<file path="config.mk">
export PLATFORM = sky130hd
export DESIGN_NAME = key_mode_ctrl
export DESIGN_NICKNAME = d
export VERILOG_FILES = /design/src/rtl/key_mode_ctrl.sv
export SDC_FILE = /design/constraint.sdc
export NUM_CORES = 1
export LEC_CHECK = 0
export BUFFER_PORTS_ARGS = -buffer_cell sky130_fd_sc_hd__buf_4
export CORE_ASPECT_RATIO = 0.75
export CORE_MARGIN = 2
export CORE_UTILIZATION = 40
export DETAILED_ROUTE_END_ITERATION = 16
export MAX_ROUTING_LAYER = met4
export PLACE_DENSITY = 0.57
export SLEW_MARGIN = 5
export SYNTH_ARGS = -nofsm -noshare
export SYNTH_HDL_FRONTEND = slang
export SYNTH_SLANG_ARGS = --single-unit
</file>
<file path="constraint.sdc">
create_clock -name clk -period 10.4 [get_ports clk]
set_input_delay 0 -clock clk [delete_from_list [all_inputs] [get_ports clk]]
set_output_delay 0 -clock clk [all_outputs]
set_load 0.02 [all_outputs]
</file>
<file path="src/rtl/key_mode_ctrl.sv">
// Push-button front end for a clock: synchronise and debounce four keys, auto-repeat up/down,
// and drive the RUN/SET_TIME/SET_ALARM mode FSM, field select and one-cycle step pulses.
module key_mode_ctrl #(
  parameter int DEBOUNCE_CYCLES = 4,
  parameter int REPEAT_DELAY    = 8,
  parameter int REPEAT_RATE     = 2,
  parameter int IDLE_TIMEOUT    = 64
) (
  input  logic       clk,
  input  logic       rst,
  input  logic       key_mode,
  input  logic       key_sel,
  input  logic       key_up,
  input  logic       key_down,
  input  logic       alarming,
  output logic [1:0] mode,
  output logic [2:0] field_sel,
  output logic [2:0] time_inc,
  output logic [2:0] time_dec,
  output logic [2:0] alarm_inc,
  output logic [2:0] alarm_dec,
  output logic       alarm_en,
  output logic       dis_alarm
);

  typedef enum logic [1:0] {RUN = 2'd0, SET_TIME = 2'd1, SET_ALARM = 2'd2} mode_e;

  localparam int CW = 16;

  // key index: 0 = mode, 1 = sel, 2 = up, 3 = down
  logic [3:0]    raw;
  logic [3:0]    sync1_q, sync1_d, sync2_q, sync2_d;
  logic [3:0]    deb_q, deb_d, deb_prev_q, deb_prev_d;
  logic [CW-1:0] db_cnt_q [4];
  logic [CW-1:0] db_cnt_d [4];
  logic [CW-1:0] rpt_cnt_q [2];
  logic [CW-1:0] rpt_cnt_d [2];
  logic [1:0]    rpt_first_q, rpt_first_d;
  logic [3:0]    press;
  logic [1:0]    rep;
  logic [4:0]    evt_q, evt_d;
  mode_e         mode_q, mode_d;
  logic [2:0]    field_sel_q, field_sel_d;
  logic [2:0]    time_inc_q, time_inc_d, time_dec_q, time_dec_d;
  logic [2:0]    alarm_inc_q, alarm_inc_d, alarm_dec_q, alarm_dec_d;
  logic          alarm_en_q, alarm_en_d, dis_alarm_q, dis_alarm_d;
  logic [CW-1:0] idle_cnt_q, idle_cnt_d;
  logic          acted;

  assign raw = {key_down, key_up, key_sel, key_mode};

  always_comb begin
    sync1_d    = raw;
    sync2_d    = sync1_q;
    deb_d      = deb_q;
    deb_prev_d = deb_q;
    for (int i = 0; i < 4; i++) begin
      db_cnt_d[i] = '0;
      if (sync2_q[i] != deb_q[i]) begin
        if (db_cnt_q[i] == CW'(DEBOUNCE_CYCLES - 1)) begin
          deb_d[i] = sync2_q[i];
        end else begin
          db_cnt_d[i] = db_cnt_q[i] + CW'(1);
        end
      end
    end
    press = deb_q & ~deb_prev_q;
  end

  // Repeats run only while both the debounced and synchronised levels are high, so a release
  // stops them before the debounced level has caught up. A zero count means "not armed".
  always_comb begin
    for (int j = 0; j < 2; j++) begin
      rep[j]         = 1'b0;
      rpt_cnt_d[j]   = rpt_cnt_q[j];
      rpt_first_d[j] = rpt_first_q[j];
      if (press[j+2]) begin
        rpt_cnt_d[j]   = CW'(1);
        rpt_first_d[j] = 1'b1;
      end else if (deb_q[j+2] && sync2_q[j+2] && rpt_cnt_q[j] != '0) begin
        if ((rpt_first_q[j] && rpt_cnt_q[j] == CW'(REPEAT_DELAY)) ||
            (!rpt_first_q[j] && rpt_cnt_q[j] == CW'(REPEAT_RATE))) begin
          rep[j]         = 1'b1;
          rpt_cnt_d[j]   = CW'(1);
          rpt_first_d[j] = 1'b0;
        end else begin
          rpt_cnt_d[j] = rpt_cnt_q[j] + CW'(1);
        end
      end else begin
        rpt_cnt_d[j]   = '0;
        rpt_first_d[j] = 1'b0;
      end
    end
    if (|press && alarming) begin
      evt_d = 5'b10000;
    end else begin
      evt_d = {1'b0, press[0], press[1], press[2] | rep[0], press[3] | rep[1]};
    end
  end

  always_comb begin
    mode_d      = mode_q;
    field_sel_d = field_sel_q;
    alarm_en_d  = alarm_en_q;
    dis_alarm_d = 1'b0;
    time_inc_d  = '0;
    time_dec_d  = '0;
    alarm_inc_d = '0;
    alarm_dec_d = '0;
    idle_cnt_d  = '0;
    acted       = 1'b1;
    if (evt_q[4]) begin
      dis_alarm_d = 1'b1;
    end else if (evt_q[3]) begin
      case (mode_q)
        RUN:      mode_d = SET_TIME;
        SET_TIME: mode_d = SET_ALARM;
        default:  mode_d = RUN;
      endcase
      if (mode_q != SET_ALARM) field_sel_d = 3'b001;
    end else if (evt_q[2]) begin
      if (mode_q == RUN) alarm_en_d = ~alarm_en_q;
      else field_sel_d = {field_sel_q[1:0], field_sel_q[2]};
    end else if (evt_q[1]) begin
      if (mode_q == SET_TIME) time_inc_d = field_sel_q;
      else if (mode_q == SET_ALARM) alarm_inc_d = field_sel_q;
    end else if (evt_q[0]) begin
      if (mode_q == SET_TIME) time_dec_d = field_sel_q;
      else if (mode_q == SET_ALARM) alarm_dec_d = field_sel_q;
    end else begin
      acted = 1'b0;
    end
    if (!acted && mode_q != RUN) begin
      if (idle_cnt_q == CW'(IDLE_TIMEOUT - 1)) begin
        mode_d = RUN;
      end else begin
        idle_cnt_d = idle_cnt_q + CW'(1);
      end
    end
  end

  always_ff @(posedge clk or posedge rst) begin
    if (rst) begin
      sync1_q     <= '0;
      sync2_q     <= '0;
      deb_q       <= '0;
      deb_prev_q  <= '0;
      for (int i = 0; i < 4; i++) db_cnt_q[i] <= '0;
      for (int j = 0; j < 2; j++) rpt_cnt_q[j] <= '0;
      rpt_first_q <= '0;
      evt_q       <= '0;
      mode_q      <= RUN;
      field_sel_q <= 3'b001;
      time_inc_q  <= '0;
      time_dec_q  <= '0;
      alarm_inc_q <= '0;
      alarm_dec_q <= '0;
      alarm_en_q  <= 1'b0;
      dis_alarm_q <= 1'b0;
      idle_cnt_q  <= '0;
    end else begin
      sync1_q     <= sync1_d;
      sync2_q     <= sync2_d;
      deb_q       <= deb_d;
      deb_prev_q  <= deb_prev_d;
      for (int i = 0; i < 4; i++) db_cnt_q[i] <= db_cnt_d[i];
      for (int j = 0; j < 2; j++) rpt_cnt_q[j] <= rpt_cnt_d[j];
      rpt_first_q <= rpt_first_d;
      evt_q       <= evt_d;
      mode_q      <= mode_d;
      field_sel_q <= field_sel_d;
      time_inc_q  <= time_inc_d;
      time_dec_q  <= time_dec_d;
      alarm_inc_q <= alarm_inc_d;
      alarm_dec_q <= alarm_dec_d;
      alarm_en_q  <= alarm_en_d;
      dis_alarm_q <= dis_alarm_d;
      idle_cnt_q  <= idle_cnt_d;
    end
  end

  assign mode      = mode_q;
  assign field_sel = field_sel_q;
  assign time_inc  = time_inc_q;
  assign time_dec  = time_dec_q;
  assign alarm_inc = alarm_inc_q;
  assign alarm_dec = alarm_dec_q;
  assign alarm_en  = alarm_en_q;
  assign dis_alarm = dis_alarm_q;

endmodule

</file>
### Word-level counts from Yosys, hierarchy flattened

Cells that the tools add are included.

* output and inout bits: 19
* word-level logic and storage cells: 151
* register bits after elaboration: 154
* input port bits: 7

* add/subtract/negate cells: 7
* multiplexer cells: 65
* reduce and logical (&&, ||, !) cells: 27
* bitwise logic cells: 7
* eq/ne operators: 20

Operators by type and width (count)
* 16-bit 2-to-1 mux: 16
* 16-bit by 1-bit adder with 16-bit output, second input constant: 7
* 16-bit by 2-bit == test with 1-bit output, second input constant: 6
* 3-bit 2-to-1 mux: 25
* 16-bit by 4-bit == test with 1-bit output, second input constant: 2
* 16-bit nonzero test: 2
* 1-bit 2-to-1 mux: 18
* 16-bit by 6-bit == test with 1-bit output, second input constant: 1
* 1-bit logical AND: 10
* 2-bit 2-to-1 mux: 4
* 2-bit AND reduction: 4
* 4-bit AND reduction: 2
* 3-bit by 2-bit inequality test with 1-bit output, second input constant: 2
* 5-bit 2-to-1 mux: 1
* 4-bit bitwise AND: 1
* 1-bit inequality test: 4
* 2-bit inequality test, second input constant: 2
* 4-bit inverter: 1
* 2-bit one-hot mux with 2 select lines: 1
* 2-bit nonzero test: 2
* 4-bit OR reduction: 1
* 1-bit logical NOT: 3
* 1-bit inverter: 3
* 2-bit by 1-bit == test with 1-bit output, second input constant: 1
* 5 further kinds: 7

### Depth between registers and ports, before layout

* word-level depth: 8
* depth in mapped cells: 7
* gate-level depth less buffers: 6

### Least setup slack after synthesis

No wires, ideal clock.

* path kind: reg2reg
* start: register evt_q[4]
* end: register idle_cnt_q[10]
* required time: 10.329 ns
* arrival: 1.687 ns
* slack: 8.642 ns
* period minus slack after synthesis: 1.758 ns
* path buffers: 1
* setup time: 0.071 ns
* stages on the path, launching flop included: 6
* cell sequence: dfrtp_1 > or4_1 > nor3_1 > nand2_1 > buf_2 > nor2_1

* word-level cells in the longest chain between the ends: 4

RTL lines
* start, declared: line 41 `logic [4:0] evt_q, evt_d;`
* start signal, assigned: line 169 `evt_q <= evt_d;`
* 1-bit 2-to-1 mux: line 112 `if (evt_q[4]) begin`
* 1-bit logical NOT: line 133 `if (!acted && mode_q != RUN) begin`
* 1-bit logical AND: line 133
* 16-bit 2-to-1 mux: line 133
* named net idle_cnt_d[10]: line 47 `logic [CW-1:0] idle_cnt_q, idle_cnt_d;`
* end signal, assigned: line 178 `idle_cnt_q <= idle_cnt_d;`
* end, declared: line 47

The timed path passes the listed nets, and every way through them passes these cells.
A chain may end at the register's enable or synchronous reset.

==> impl_metrics.csv <==
group,metric,value,unit
run_status,status,"finished clean",
logic_synthesis,postSynthAreaPerCell,10.1,um2
sta,worst-slew-pin-transition,1020,ps
place,port_buffers,25,
power_and_ir_drop,p_leak,3.37,nW
drt,routed_wl,13200,um
sta,max_freq,0.445,GHz
logic_synthesis,yosysTopAreaCellShare,53.6,%
sta,relSlewSlack,31.7,%
logic_synthesis,syn_nets,728,
final_layout,syn_to_final_growth,15.5,%
worst_setup_path,cp.arrival,2500,ps
sta,setup_viol,0,
worst_setup_path,rrSetupSlack,8150,ps
worst_setup_path,cp_num_buf_inv,0,
logic_synthesis,synth.distinct_cells,44,
grt,grt_max_degree,81,
logic_synthesis,synth_area_leader_cell,"dfrtp_1",
drt,drtAntennaViolNets,0,
worst_setup_path,reg2reg_depth,4,
worst_setup_path,slowest_delay,910,ps
cts,clk_pin_slew,60,ps
cts,worst_skew_pair.late_latency,420,ps
cts,clkSinkCount,154,
drt,drt-wirelength-per-cell,13.2,um
worst_setup_path,r2r_start,"rpt_cnt_q[29]",
worst_setup_path,setup.worst_path.start_class,"flop",
logic_synthesis,seq_area_frac_synth,53.9,%
final_layout,drive_gt1_share,9.37,%
worst_setup_path,critPathKind,"reg2reg",
run,cap_violations,0,
logic_synthesis,syn_area,7150,um2
floorplan,initial_core_util,40.7,%
sta,maxSlewViolCount,0,
drt,drt-pass1-iter-count,6,
worst_setup_path,path_max_fanout,15,
sta,hold_violations,0,
sta,tns,0,ps
grt,overflow,0,
grt,antenna_found_initial,0,
worst_setup_path,cp_data_required_time,10650,ps
worst_setup_path,cp_num_cells,4,
final_layout,final_common_cell,"dfrtp_1",
sta,timing.hold.ws,222,ps
drt,via_per_inst,5.12,
worst_setup_path,critical_path.slowest_cell,"o311ai_2",
drt,drtIter0Drc,338,
logic_synthesis,syn-instance-count,708,
grt,grt_usage,16.0,%
cts,clockRootBuffer,"clkbuf_16",
place,place_hpwl,9040,um
grt,grt_pass1_wl,23700,um
cts,post_cts_buffers,0,
min_path,holdCritStartpoint,"key_sel",
power_and_ir_drop,pwr_density_cell,196,nW/um2
floorplan,core_area,17600,um2
final_layout,finish.instance_area,8260,um2
floorplan,io_pins,26,
place,gp_congestion,0.863,
min_path,min_path_cells,2,
sta,rsz0062_at_grt,"false",
logic_synthesis,netlist_top_cells_area,"dfrtp_1, xnor2_1, nor2_1, nor4_1, xor2_1",
worst_setup_path,cp-startpoint,"rpt_cnt_q[29]",
place,place_area,7600,um2
sta,skew,13.7,ps
floorplan,dieArea,19000,um2
final_layout,final_cell_mix,"dfrtp_1, nor2_1, xnor2_1",
logic_synthesis,yosys_warnings,0,
floorplan,fp.dieW,158,um
cts,numCtsBuffers,17,
final_layout,final_nets,766,
cts,cts.path.max_buffers,2,
worst_setup_path,reg2reg_to,"rpt_cnt_q[31]",
worst_setup_path,cp-end-kind,"flop",
logic_synthesis,synth_seq_cells,154,
worst_setup_path,cp_cell_sequence,"nor4_1 > nand3_1 > o311ai_2 > nor2_1",
power_and_ir_drop,ir_drop,0.000123,V
sta,min_period,2250,ps
drt,num_vias,5124,
cts,cts_tree,"yes",
final_layout,fillers,1692,
min_path,min_delay_worst_endpoint,"sync1_q[1]",
cts,cts-htree-levels,4,
worst_setup_path,path_delay_family,"compound AO/OA/AOI/OAI gates",
floorplan,die_h,120,um
sta,fin_crit_sh,21.6,%
drt,drc,0,
floorplan,num_rows,42,
final_layout,diodes,0,
grt,first_global_vias,5033,
min_path,hp-class,"in2reg",
-- synth_stat cells, drive strengths merged --
library cell  instances
a21o                  2
a21oi                 9
a31o                  1
and2                  3
and3                 10
and4                  5
and4b                 2
buf                   3
clkbuf               10
dfrtp               153
dfstp                 1
ha                   13
inv                  30
mux2                  4
mux2i                 6
nand2                40
nand2b                5
nand3                40
nand3b                1
nand4                36
nand4b                1
nor2                126
nor2b                 4
nor3                 33
nor3b                 3
nor4                 45
nor4b                 1
nor4bb                1
o21a                  1
o21ai                 8
o22ai                 2
o311ai                4
o31ai                 1
or2                   2
or3                   3
or3b                  1
or4                   2
xnor2                70
xor2                 26
-- power by group --
| part | switching, mW | total [mW] | internal, mW |
|---|---|---|---|
| Clock | 0.226 | 0.615 | 0.389 |
| Sequential | 0.0679 | 0.732 | 0.664 |
| Combinational | 0.176 | 0.269 | 0.0934 |
-- kinds of logic (layout without fill, tap and decap cells) --
family,after synthesis,after routing,synth area share (%)
adders and majority gates,13,13,2.28
AOI/OAI and AO/OA,28,28,2.61
and+or+nand+nor,364,364,25.6
xor gates and xnor gates,96,96,11.8
buffers and inverters,43,93,2.33
DFF,154,154,53.9
muxes,10,10,1.47
-- worst register-to-register path: stages, from the launching register on --
cell	delay, ps
dfrtp_1	420
nor4_1	410
nand3_1	200
o311ai_2	910
nor2_1	160
-- flip-flops by register name (all words and copies together) (netlist names), 4 cells and up --
name,count
db_cnt_q,64
deb_prev_q,4
rpt_cnt_q,32
evt_q,5
sync2_q,4
sync1_q,4
deb_prev_d,4
idle_cnt_q,16
-- timing repair --
item / CTS / global route
resized for setup: 0 / 0
hold buffers: 6 / 0
endpoints found under the hold margin: 88 / 0
-- routing by layer --
layer	share of wire, %	track usage [%]	wire [um]
met2	45	23.3	5970
met1	50	21.9	6630
met5	0	-	0
met3	3.9	4.04	522
met4	0.86	5.52	114
-- layout make-up --
type / count / area, um2 / share of cell area (%)
flip-flops and latches: 154 / 3850 / 46.7
inverters: 30 / 118 / 1.42
clock buffers: 24 / 512 / 6.20
clock inverters: 7 / 87.6 / 1.06
well taps: 242 / 303 / 3.67
repair buffers: 32 / 255 / 3.09
multi-input cells: 511 / 3130 / 37.9
-- worst max-delay path by stage --
stage,slack (ps),end
floorplan,6250,alarm_dec[0]
global placement,8240,rpt_cnt_q[2]
detailed placement,8160,rpt_cnt_q[20]
CTS,8100,rpt_cnt_q[31]
global route,7840,rpt_cnt_q[31]
finish,8150,rpt_cnt_q[31]
-- through the flow --
stage / util [%] / total power, mW / instances / setup slack (ps)
after floorplan: - / 0.927 / 708 / 6250
after global placement: 43.3 / 1.00 / 963 / 8240
after detailed placement: 43.3 / 1.01 / 963 / 8160
after CTS: 47.0 / 1.64 / 1000 / 8100
after global routing: 47.0 / 1.72 / 1000 / 7840
final: 47.0 / 1.62 / 1000 / 8150
Note: power is estimated with default switching activity, not from simulation.
